--- config.mk ---
export PLATFORM = sky130hd
export DESIGN_NAME = logic_arb32
export DESIGN_NICKNAME = d
export VERILOG_FILES = /design/src/rtl/logic_arb32.sv
export SDC_FILE = /design/constraint.sdc
export NUM_CORES = 1
export LEC_CHECK = 0
export BUFFER_PORTS_ARGS = -buffer_cell sky130_fd_sc_hd__clkbuf_2
export CORE_ASPECT_RATIO = 0.9
export CORE_MARGIN = 3
export CORE_UTILIZATION = 39
export CTS_CLUSTER_SIZE = 16
export DETAILED_ROUTE_END_ITERATION = 10
export PLACE_DENSITY_LB_ADDON = 0.25
export SKIP_CTS_REPAIR_TIMING = 1
export SLEW_MARGIN = 20
export SYNTH_ARGS = -nofsm -noshare
export SYNTH_HDL_FRONTEND = slang
export SYNTH_SLANG_ARGS = --single-unit
export TNS_END_PERCENT = 30
--- constraint.sdc ---
create_clock -name clk -period 1.5 [get_ports clk]
set_clock_uncertainty 0.15 [all_clocks]
set_input_delay 0.225 -clock clk [delete_from_list [all_inputs] [get_ports clk]]
set_output_delay 0.225 -clock clk [all_outputs]
set_load 0.05 [all_outputs]
--- src/rtl/logic_arb32.sv ---
// Two-port round-robin arbiter/sequencer for the shared 32-bit logic unit.
// Optional Zero result flag enabled by defining LOGIC_ARB_ZERO_FLAG_EN.
module logic_arb32 (
    input  logic        clk,
    input  logic        rst,
    input  logic [1:0]  ReqValid,
    output logic [1:0]  ReqReady,
    input  logic [1:0]  OpA,
    input  logic [1:0]  OpB,
    input  logic [31:0] In1A,
    input  logic [31:0] In2A,
    input  logic [31:0] In1B,
    input  logic [31:0] In2B,
    output logic [31:0] AluIn1,
    output logic [31:0] AluIn2,
    output logic [1:0]  AluOp,
    input  logic [31:0] AluOut,
    output logic [1:0]  RspValid,
    input  logic [1:0]  RspReady,
    output logic [31:0] Out,
    output logic        Busy,
    output logic [1:0]  dbg_state
`ifdef LOGIC_ARB_ZERO_FLAG_EN
    ,
    output logic        Zero
`endif
);

    // Handshakes: a request transfers in a cycle where ReqValid[i] and ReqReady[i]
    // are both high; a response transfers when RspValid[i] and RspReady[i] are high.
    typedef enum logic [1:0] {
        IDLE = 2'd0,
        EXEC = 2'd1,
        RESP = 2'd2
    } state_t;

    state_t state;
    logic   prio;
    logic   gnt;
    logic   pick;

    // A lone requester wins outright; contention is settled by the pointer.
    always_comb begin
        pick = prio;
        if (ReqValid == 2'b01) begin
            pick = 1'b0;
        end else if (ReqValid == 2'b10) begin
            pick = 1'b1;
        end
    end

    always_comb begin
        ReqReady = 2'b00;
        if (state == IDLE && ReqValid != 2'b00) begin
            ReqReady = pick ? 2'b10 : 2'b01;
        end
    end

    assign dbg_state = state;

    always_ff @(posedge clk) begin
        if (rst) begin
            state    <= IDLE;
            prio     <= 1'b0;
            gnt      <= 1'b0;
            AluIn1   <= 32'h0;
            AluIn2   <= 32'h0;
            AluOp    <= 2'b00;
            Out      <= 32'h0;
            RspValid <= 2'b00;
            Busy     <= 1'b0;
        end else begin
            case (state)
                IDLE: begin
                    if (ReqValid != 2'b00) begin
                        gnt    <= pick;
                        AluOp  <= pick ? OpB  : OpA;
                        AluIn1 <= pick ? In1B : In1A;
                        AluIn2 <= pick ? In2B : In2A;
                        Busy   <= 1'b1;
                        state  <= EXEC;
                    end
                end
                EXEC: begin
                    Out      <= AluOut;
                    RspValid <= gnt ? 2'b10 : 2'b01;
                    state    <= RESP;
                end
                RESP: begin
                    if (RspReady[gnt]) begin
                        RspValid <= 2'b00;
                        Busy     <= 1'b0;
                        prio     <= ~gnt;
                        state    <= IDLE;
                    end
                end
                default: begin
                    state <= IDLE;
                end
            endcase
        end
    end

`ifdef LOGIC_ARB_ZERO_FLAG_EN
    always_ff @(posedge clk) begin
        if (rst) begin
            Zero <= 1'b0;
        end else if (state == EXEC) begin
            Zero <= (AluOut == 32'h0);
        end
    end
`endif

endmodule

**Word-level counts from Yosys, hierarchy flattened**

Index checks and enable logic that the tools add are counted.

- Reduce and logical (&&, ||, !) cells: 10
- Bitwise operators: 1
- Multiplexer cells: 17
- Magnitude comparators: 1
- Equality and inequality tests: 6

Operators with widths:

| operator | number |
|---|---|
| 2-to-1 mux 32 bit | 2 |
| 2-to-1 mux 2 bit | 6 |
| AND reduction 2 bit | 4 |
| 2-to-1 mux 1 bit | 6 |
| case mux 2 bit (3 select lines) | 1 |
| nonzero test 2 bit | 3 |
| equality test 2 x 1 -> 1 bit, second input constant | 2 |
| equality test 2 bit, second input constant | 2 |
| case mux 2 bit (2 select lines) | 1 |
| AND reduction 3 bit | 1 |
| zero test 2 bit | 1 |
| < comparator 1 x 2 -> 1 bit, second input constant | 1 |
| != test 2 x 1 -> 1 bit, second input constant | 1 |
| != test 2 bit, second input constant | 1 |
| case mux 1 bit (2 select lines) | 1 |
| logical AND 1 bit | 1 |
| NOT 1 bit | 1 |

- Output and inout port bits: 105
- Logic and storage cells: 44
- Bits in registers: 105
- Input port bits: 170

**Longest topological paths before layout**

Gate-level depths: netlist (run 1).

- Depth in word-level cells: 5
- Gate-level depth with buffers: 6
- Gate-level depth less buffers: 3

**Least setup slack after synthesis (run 1)**

OpenSTA, ideal clock, no wires.

- Path type: flip-flop to output port
- Start point: register state[0] (netlist: dbg_state[0])
- End point: output port ReqReady[1]
- Path buffers: 3
- Arrival time: 1668 ps
- Path slack: -543 ps
- Data required time: 1125 ps
- Stages on the path, launching flop included: 6
- Cell sequence: dfxtp_1 buf_2 nor2_4 buf_4 buf_2 and3_1

- Cells in the longest elaborated chain, start to end: 3

Ends and longest elaborated chain:

| element | line | text |
|---|---|---|
| start, declared | 37 | `state_t state;` |
| start signal, assigned | 63 | `state <= IDLE;` |
| start signal, assigned | 81 | `state <= EXEC;` |
| start signal, assigned | 87 | `state <= RESP;` |
| zero test 2 bit | 54 | `if (state == IDLE && ReqValid != 2'b00) begin` |
| logical AND 1 bit | 54 |  |
| 2-to-1 mux 2 bit | 54 |  |
| end, declared | 7 | `output logic [1:0] ReqReady,` |

Every way passes these cells.

**Final worst setup path (run 1)**

- Start point: register state[1] (netlist: dbg_state[1])
- End point: output port ReqReady[0]

The elaborated chain is that of the path after synthesis.

==> flow_summary.yaml, run 1 <==
run_status:
  status: "finished, violations left"
  violations: "negative hold slack, negative setup slack"
synthesis:
  synth-edff-count: 0
  synth_cells: 570
  synth_seq_cells: 105
  syn_nets: 740
  synth.top_cells.by_area: "dfxtp_1 (46%), a31oi_1 (9.1%), nand4_1 (9.1%)"
  synth_largest_area_cell: "dfxtp_1"
  synth_commonest_cells: "dfxtp_1 (105), a31oi_1 (66), nand3_1 (66), nand4_1 (66), nand2_1 (64)"
  synth_top_area_share: 0.463
  synth_area_mm2: 0.00454
  ys_types: 28
  seq_area_frac_synth: 0.463
  yosys.cell_count.top_type: "dfxtp_1"
  syn_avg_cell_area_um2: 7.97
  yosysWarnings: 0
  synth_ff_type: "dfxtp_1"
  synth-async-reset-ratio: 0
sta:
  fin_setup_tns_ps: -2010
  grt_setup_unrepaired: "true"
  fmax_mhz: 604
  fin_ws_ps: -156
  worst_pin_slew_ps: 706
  timing.hold.ws_ps: -21.6
  min_period_ps: 1660
  hold_violations: 20
  setup_viol: 58
  finalCritPeriodShare: 1.10
  finalMaxSlewViolations: 0
  relSlewSlack: 0.529
worst_hold_path:
  hp-class: "in -> reg"
clocking:
  cts.sinks: 105
  ctsLongestPathBuffers: 2
  path_clk_slew_ps: 70
  cts_tree: "done"
  cts_made_buffers: 9
  cts_root_buf: "clkbuf_16"
  htreeDepth: 3
  clock_latency_ps: 330
routing:
  postRouteAntennaNets: 0
  viasPerCell: 5.69
  vias: 5873
  drtPass1Iterations: 5
  drt_iter0_drc: 724
  drt-wirelength-per-cell_um: 18.2
  drc: 0
  routed_wl_um: 18800
die:
  die_h_um: 108
  ios: 275
  std_cell_rows: 36
  initial_core_util: 0.410
  fp.dieW_um: 120
  coreArea_mm2: 0.0111
  fp.dieArea_mm2: 0.0130
finish:
  drive_above_1_share: 0.390
  fin_area_mm2: 0.00730
  insertedDiodeCount: 0
  fin_cells: 1033
  syn_to_final_growth_pct: 60.5
  fin_nets: 1046
power_and_ir_drop:
  leakage_nw: 3.17
  peakVddDrop_uv: 628
  powerDensity_mw_per_mm2: 1180
placement:
  placedCellCount: 949
  place.gp.congestion: 0.849
  dp_hpwl_um: 11500
  dpl-instance-area_mm2: 0.00612
  numPortBuffers: 274
worst_setup_path:
  critPathMaxFanout: 4
  worstSetupStartpointType: "flip-flop"
  crit_type: "reg -> out"
  cp-end-kind: "output pin"
  required_ps: 1120
  critical_path_arrival_ps: 1280
global_route:
  grt_pass1_wl_um: 25600
  antenna_found_initial: 0
  grt_pass1_vias: 5158
  grt-ovfl-total: 0
  grt_max_degree: 64
  grt_usage: 0.241
run:
  drv_cap: 0
-- state kept, by name (all words and copies together), names as in the netlist --
name,cells
prio,1
RspValid,2
dbg_state,2
AluOp,2
AluIn1,32
gnt,1
AluIn2,32
Busy,1
Out,32
-- report_power, final --
part	switching [mW]	leakage (nW)	internal, mW	total (mW)
logic	1.95	2.15	1.01	2.96
registers	0.151	0.864	3.04	3.19
clock network	1.01	0.153	1.43	2.44
-- routing by layer --
metal	routed length [um]	vias to the layer above	part of all wire	global-route usage
li1	-	2728	-	-
met1	7050	2686	0.37	0.300
met2	9240	405	0.49	0.402
met3	1990	54	0.11	0.0539
met4	542	0	0.029	0.108
met5	0	-	0	0
-- cell usage in the layout (no fill, tap or decap), types with 5 or more instances in the layout --
cell type	count
clkbuf_2	269
dfxtp_1	102
nand4_1	66
a31oi_1	66
nand2_1	64
dlygate4sd3_1	60
nand3_1	57
o21ai_1	42
a21oi_1	35
o21ai_0	30
buf_4	15
buf_12	14
clkbuf_16	12
nand3_2	7
buf_6	6
nor2_1	5
-- path summary, 6_finish.rpt --
path / start / endpoint / slack (ps) / depth (start not counted)
worst max-delay path: dbg_state[1]$_SDFFE_PP0P_ / ReqReady[0] / -160 / 3
worst min-delay path: In1A[12] / AluIn1[12]$_SDFFE_PP0N_ / -20 / 3
worst max register to register: dbg_state[1]$_SDFFE_PP0P_ / AluIn2[10]$_SDFFE_PP0N_ / -100 / 6
worst min register to register: Out[16]$_SDFFE_PP0P_ / Out[16]$_SDFFE_PP0P_ / 300 / 2
-- through the flow --
stage / power [mW] / worst slack, ps / utilization / hold slack (ps)
floorplan: 5.00 / -82.6 / - / 211
global placement: 5.74 / -49.9 / 0.552 / 291
detailed placement: 5.77 / -115 / 0.552 / 297
CTS: 8.22 / -381 / 0.580 / -58.0
global route: 8.94 / -205 / 0.658 / -0.304
finish: 8.60 / -156 / 0.658 / -21.6
-- critical path, cell delays in order (launching register included) --
cell and delay (ps):
dfxtp_4 370, a211oi_4 240, and2_4 200, buf_12 130
-- cell families (layout without fill, tap and decap cells) --
group / after synthesis / after routing / share of synthesized area
buffers and inverters: 75 / 386 / 0.0779
multiplexers: 1 / 1 / 0.00220
AND/OR/NAND/NOR: 212 / 212 / 0.239
flip-flops: 105 / 105 / 0.463
AO/OA/AOI/OAI: 177 / 177 / 0.219
-- layout make-up --
| type | count | area, um2 |
|---|---|---|
| clock buffers | 14 | 274 |
| repair buffers | 368 | 2510 |
| multi-input cells | 390 | 2170 |
| well taps | 152 | 190 |
| flip-flops and latches | 105 | 2110 |
| fillers | 901 | 3780 |
| inverters | 2 | 7.51 |
| clock inverters | 2 | 35.0 |
Power figures use the tool's default switching activity.
==> run 2, diff against run 1 <==
--- a/config.mk
+++ b/config.mk
@@ -12,6 +12,7 @@
 export CTS_CLUSTER_SIZE = 16
 export DETAILED_ROUTE_END_ITERATION = 10
 export PLACE_DENSITY_LB_ADDON = 0.25
+export REMOVE_ABC_BUFFERS = 1
 export SKIP_CTS_REPAIR_TIMING = 1
 export SLEW_MARGIN = 20
 export SYNTH_ARGS = -nofsm -noshare
==> run 2 against run 1 <==
Against the previous run:
- the run still ends with negative hold slack, negative setup slack left
- fmax fell by 1.1%
- clock power increased by 11%
- via count increased by 5.2%
- combinational power down 2%
- critical path type unchanged
==> flow_summary.yaml, run 2 (same netlist as run 1, synthesis figures left out) <==
sta:
  fin_ws_ps: -174
  finalCritPeriodShare: 1.12
  setup_viol: 5
  relSlewSlack: 0.640
  fmax_mhz: 597
  finalMaxSlewViolations: 0
  min_period_ps: 1670
  worst_pin_slew_ps: 540
  hold_violations: 23
  grt_setup_unrepaired: "true"
  timing.hold.ws_ps: -23.3
finish:
  fin_area_mm2: 0.00761
  drive_above_1_share: 0.365
  mostFrequentLayoutCells: "clkbuf_2 (269), dfxtp_1 (102), dlygate4sd3_1 (100)"
  fin_nets: 1085
  mostFrequentLayoutCell: "clkbuf_2"
  fin_cells: 1074
  nFillCells: 831
  syn_to_final_growth_pct: 67.5
  top_regs: "AluIn1 x32, AluIn2 x32, Out x32"
clocking:
  cts_made_buffers: 9
  cts_tree: "done"
  htreeDepth: 3
  path_clk_slew_ps: 70
  ctsLongestPathBuffers: 2
  cts_root_buf: "clkbuf_16"
  cts.sinks: 105
  clock_latency_ps: 350
routing:
  drt-wirelength-per-cell_um: 18.1
  viasPerCell: 5.75
  vias: 6179
  routed_wl_um: 19400
  postRouteAntennaNets: 0
  drc: 0
  drtPass1Iterations: 5
  drt_iter0_drc: 578
placement:
  place.gp.congestion: 0.834
  place_ws_ps: -37.3
  numPortBuffers: 274
  dpl-instance-area_mm2: 0.00615
  placedCellCount: 954
  dp_hpwl_um: 11900
worst_setup_path:
  rr_worst_depth: 5
  worstSetupStartpointType: "flip-flop"
  r2r-end: "AluIn2[15]$_SDFFE_PP0N_"
  critical_path_arrival_ps: 1300
  crit_type: "reg -> out"
  r2r_start: "dbg_state[1]$_SDFFE_PP0P_"
  critPathMaxFanout: 5
  reg2reg_slack_ps: -10
  cp-end-kind: "output pin"
  required_ps: 1120
global_route:
  grt_pass1_vias: 5320
  antenna_found_initial: 0
  grt_usage: 0.245
  grt_pass1_wl_um: 25800
  grt_max_degree: 51
  grt-ovfl-total: 0
worst_hold_path:
  hp-start: "In1A[14]"
  hp-class: "in -> reg"
  min_path_cells: 3
  min_to: "AluIn1[14]$_SDFFE_PP0N_"
run_status:
  violations: "negative hold slack, negative setup slack"
  status: "finished, violations left"
power_and_ir_drop:
  powerDensity_mw_per_mm2: 1160
  finalPower_mw: 8.80
  peakVddDrop_uv: 713
  leakage_nw: 3.30
run:
  drv_cap: 0
die:
  initial_core_util: 0.410
  fp.dieW_um: 120
  std_cell_rows: 36
  die_h_um: 108
  coreArea_mm2: 0.0111
  fp.dieArea_mm2: 0.0130
  ios: 275
-- run 2: changes by cell type in the layout (fill, tap and decap cells not counted), moves of 5 or more --
cell / change
nand3_1: +9
o21ai_1: -7
o21ai_0: +7
buf_4: +5
nand3_2: -7
dlygate4sd3_1: +40
-- run 2: per-stage QoR --
step / hold WS, ps / util / setup TNS, ps
floorplan: 144 / - / -106550
global placement: 291 / 0.555 / -8.32
detailed placement: 298 / 0.555 / -191
CTS: -68.8 / 0.586 / -1530
global route: -10.3 / 0.687 / -2340
finish: -23.3 / 0.687 / -295
-- run 2: worst max-delay path by stage --
| stage | start | end | depth (start not counted) |
|---|---|---|---|
| floorplan | dbg_state[0]$_SDFFE_PP0P_ | gnt$_SDFFE_PP0N_ | 3 |
| global placement | ReqValid[1] | ReqReady[0] | 4 |
| detailed placement | dbg_state[1]$_SDFFE_PP0P_ | AluIn2[28]$_SDFFE_PP0N_ | 4 |
| CTS | dbg_state[0]$_SDFFE_PP0P_ | ReqReady[0] | 3 |
| global route | dbg_state[1]$_SDFFE_PP0P_ | ReqReady[0] | 3 |
| finish | dbg_state[1]$_SDFFE_PP0P_ | ReqReady[0] | 3 |
-- run 2: per-layer routing --
metal,GRT usage,part of all wire,vias up
met1,0.284,0.36,2819
li1,-,-,2801
met5,0,0,-
met3,0.0696,0.11,77
met2,0.437,0.49,482
met4,0.0818,0.037,0
-- run 2: critical path, stage by stage, from the launching register on --
cell	delay, ps
dfxtp_2	360
a211oi_4	250
and2_4	210
buf_12	130
-- run 2: area by class of cell --
| type | instances | area [um2] | area share |
|---|---|---|---|
| clock inverters | 6 | 115 | 0.0151 |
| flip-flops and latches | 105 | 2110 | 0.277 |
| multi-input cells | 390 | 2120 | 0.279 |
| diodes | 2 | 5.00 | 0.000657 |
| well taps | 152 | 190 | 0.0250 |
| repair buffers | 407 | 2830 | 0.372 |
| clock buffers | 10 | 229 | 0.0301 |
| inverters | 2 | 7.51 | 0.000986 |
-- run 2: report_power, final --
part	leakage (nW)	internal (mW)	switching (mW)
logic	2.27	0.990	1.91
clock network	0.163	1.64	1.06
registers	0.864	3.04	0.155
==> run 3, diff against run 2 <==
--- a/config.mk
+++ b/config.mk
@@ -11,7 +11,7 @@
 export CORE_UTILIZATION = 39
 export CTS_CLUSTER_SIZE = 16
 export DETAILED_ROUTE_END_ITERATION = 10
-export PLACE_DENSITY_LB_ADDON = 0.25
+export PLACE_DENSITY = 0.85
 export REMOVE_ABC_BUFFERS = 1
 export SKIP_CTS_REPAIR_TIMING = 1
 export SLEW_MARGIN = 20
==> run 3 against run 2 <==
Against the previous run:
- non-clock buffer count is 28 lower
- critical path type unchanged
- clock-buffer cell count is 1 lower
- the run still ends with negative hold slack, negative setup slack left
- critical endpoint unchanged
- power shrank 2.8%
==> flow_summary.yaml, run 3 (same netlist as run 1, synthesis figures left out) <==
placement:
  place_ws_ps: -111
  place.gp.congestion: 0.844
  dp_hpwl_um: 11500
  placedCellCount: 955
  dpl-instance-area_mm2: 0.00620
  numPortBuffers: 274
routing:
  postRouteAntennaNets: 0
  drt_iter0_drc: 657
  vias: 6084
  routed_wl_um: 19500
  drt-wirelength-per-cell_um: 18.7
  drc: 0
  drtPass1Iterations: 7
  viasPerCell: 5.83
finish:
  fin_nets: 1057
  final_util: 0.671
  insertedDiodeCount: 0
  mostFrequentLayoutCell: "clkbuf_2"
  drive_above_1_share: 0.394
  fin_area_mm2: 0.00743
  top_regs: "AluIn1 x32, AluIn2 x32, Out x32"
  mostFrequentLayoutCells: "clkbuf_2 (269), dfxtp_1 (101), nand4_1 (66), dlygate4sd3_1 (66), a31oi_1 (65)"
  fin_cells: 1043
  syn_to_final_growth_pct: 63.6
die:
  initial_core_util: 0.410
  fp.dieW_um: 120
  fp.dieArea_mm2: 0.0130
  std_cell_rows: 36
  die_h_um: 108
  ios: 275
  coreArea_mm2: 0.0111
worst_hold_path:
  hp-start: "In1A[26]"
  min_to: "AluIn1[26]$_SDFFE_PP0N_"
  hp-class: "in -> reg"
  min_path_cells: 3
sta:
  hold_violations: 29
  setup_viol: 54
  timing.hold.ws_ps: -26.4
  fin_setup_tns_ps: -1880
  worst_pin_slew_ps: 340
  fmax_mhz: 612
  relSlewSlack: 0.767
  finalMaxSlewViolations: 0
  fin_ws_ps: -133
  grt_setup_unrepaired: "true"
  min_period_ps: 1630
  finalCritPeriodShare: 1.09
power_and_ir_drop:
  finalPower_mw: 8.56
  p_sw_mw: 3.18
  intPower_mw: 5.38
  p_clk_frac: 0.280
  peakVddDrop_uv: 647
  power_frac_comb: 0.348
  powerDensity_mw_per_mm2: 1150
  p_seq_frac: 0.373
  switching_share: 0.372
  leakage_nw: 3.22
run_status:
  status: "finished, violations left"
  violations: "negative hold slack, negative setup slack"
worst_setup_path:
  crit_type: "reg -> out"
  critical_path_arrival_ps: 1260
  reg2reg_slack_ps: -80
  cp-end-kind: "output pin"
  required_ps: 1120
  rr_worst_depth: 4
  worstSetupStartpointType: "flip-flop"
  critPathMaxFanout: 4
  r2r-end: "AluIn2[15]$_SDFFE_PP0N_"
  r2r_start: "dbg_state[1]$_SDFFE_PP0P_"
clocking:
  cts.sinks: 105
  cts_tree: "done"
  htreeDepth: 3
  path_clk_slew_ps: 70
  cts_made_buffers: 9
  clock_latency_ps: 340
  ctsLongestPathBuffers: 2
  cts_root_buf: "clkbuf_16"
global_route:
  grt_pass1_vias: 5050
  antenna_found_initial: 0
  grt_usage: 0.237
  grt_pass1_wl_um: 25400
  grt_max_degree: 64
  grt-ovfl-total: 0
run:
  drv_cap: 0
[run 3: changes by cell type in the layout (fill, tap and decap cells not counted), moves of 2 or more]
cell | previous run | this run
diode_2 | 2 | 0
nand3_2 | 0 | 4
nand3_4 | 0 | 3
bufinv_16 | 3 | 1
o21ai_1 | 35 | 11
dlygate4sd3_1 | 100 | 66
clkbuf_16 | 10 | 13
buf_4 | 20 | 18
o21ai_0 | 37 | 60
buf_6 | 3 | 5
buf_12 | 11 | 15
nand3_1 | 66 | 59
[run 3: power by group through the flow]
stage	sequential (mW)	clock [mW]	combinational, mW
6_report	3.19	2.39	2.98
5_1_grt	3.22	2.53	3.13
4_1_cts	3.18	2.43	2.57
3_5_place_dp	3.24	0	2.57
3_3_place_gp	3.24	0	2.55
2_1_floorplan	4.08	0	0.650
[run 3: worst max path at each step]
stage	startpoint	endpoint	slack, ps	depth (start not counted)
after floorplan	dbg_state[0]$_SDFFE_PP0P_	gnt$_SDFFE_PP0N_	-1480	3
after CTS	prio$_SDFFE_PP0P_	ReqReady[1]	-300	3
final	dbg_state[1]$_SDFFE_PP0P_	ReqReady[0]	-130	3
after detailed placement	dbg_state[1]$_SDFFE_PP0P_	RspValid[0]$_SDFFE_PP0P_	-110	4
after global placement	ReqValid[1]	AluIn2[12]$_SDFFE_PP0N_	-40	6
after global routing	dbg_state[1]$_SDFFE_PP0P_	ReqReady[0]	-190	3
[run 3: per-layer routing]
metal / part of all wire / track usage / up-vias
met2: 0.48 / 0.395 / 452
li1: - / - / 2747
met3: 0.11 / 0.0575 / 67
met1: 0.38 / 0.304 / 2818
met4: 0.033 / 0.0785 / 0
met5: 0 / 0 / -
[run 3: layout make-up]
type | count | area, um2
Fill cell | 855 | 3650
Timing Repair Buffer | 379 | 2630
Multi-Input combinational cell | 390 | 2190
Sequential cell | 105 | 2110
Clock buffer | 9 | 225
Tap cell | 152 | 190
Clock inverter | 6 | 75.1
Inverter | 2 | 7.51
[run 3: critical path, stage by stage, from the launching register on]
cell and delay [ps]:
dfxtp_4 370, a211oi_4 220, and2_4 190, buf_12 130
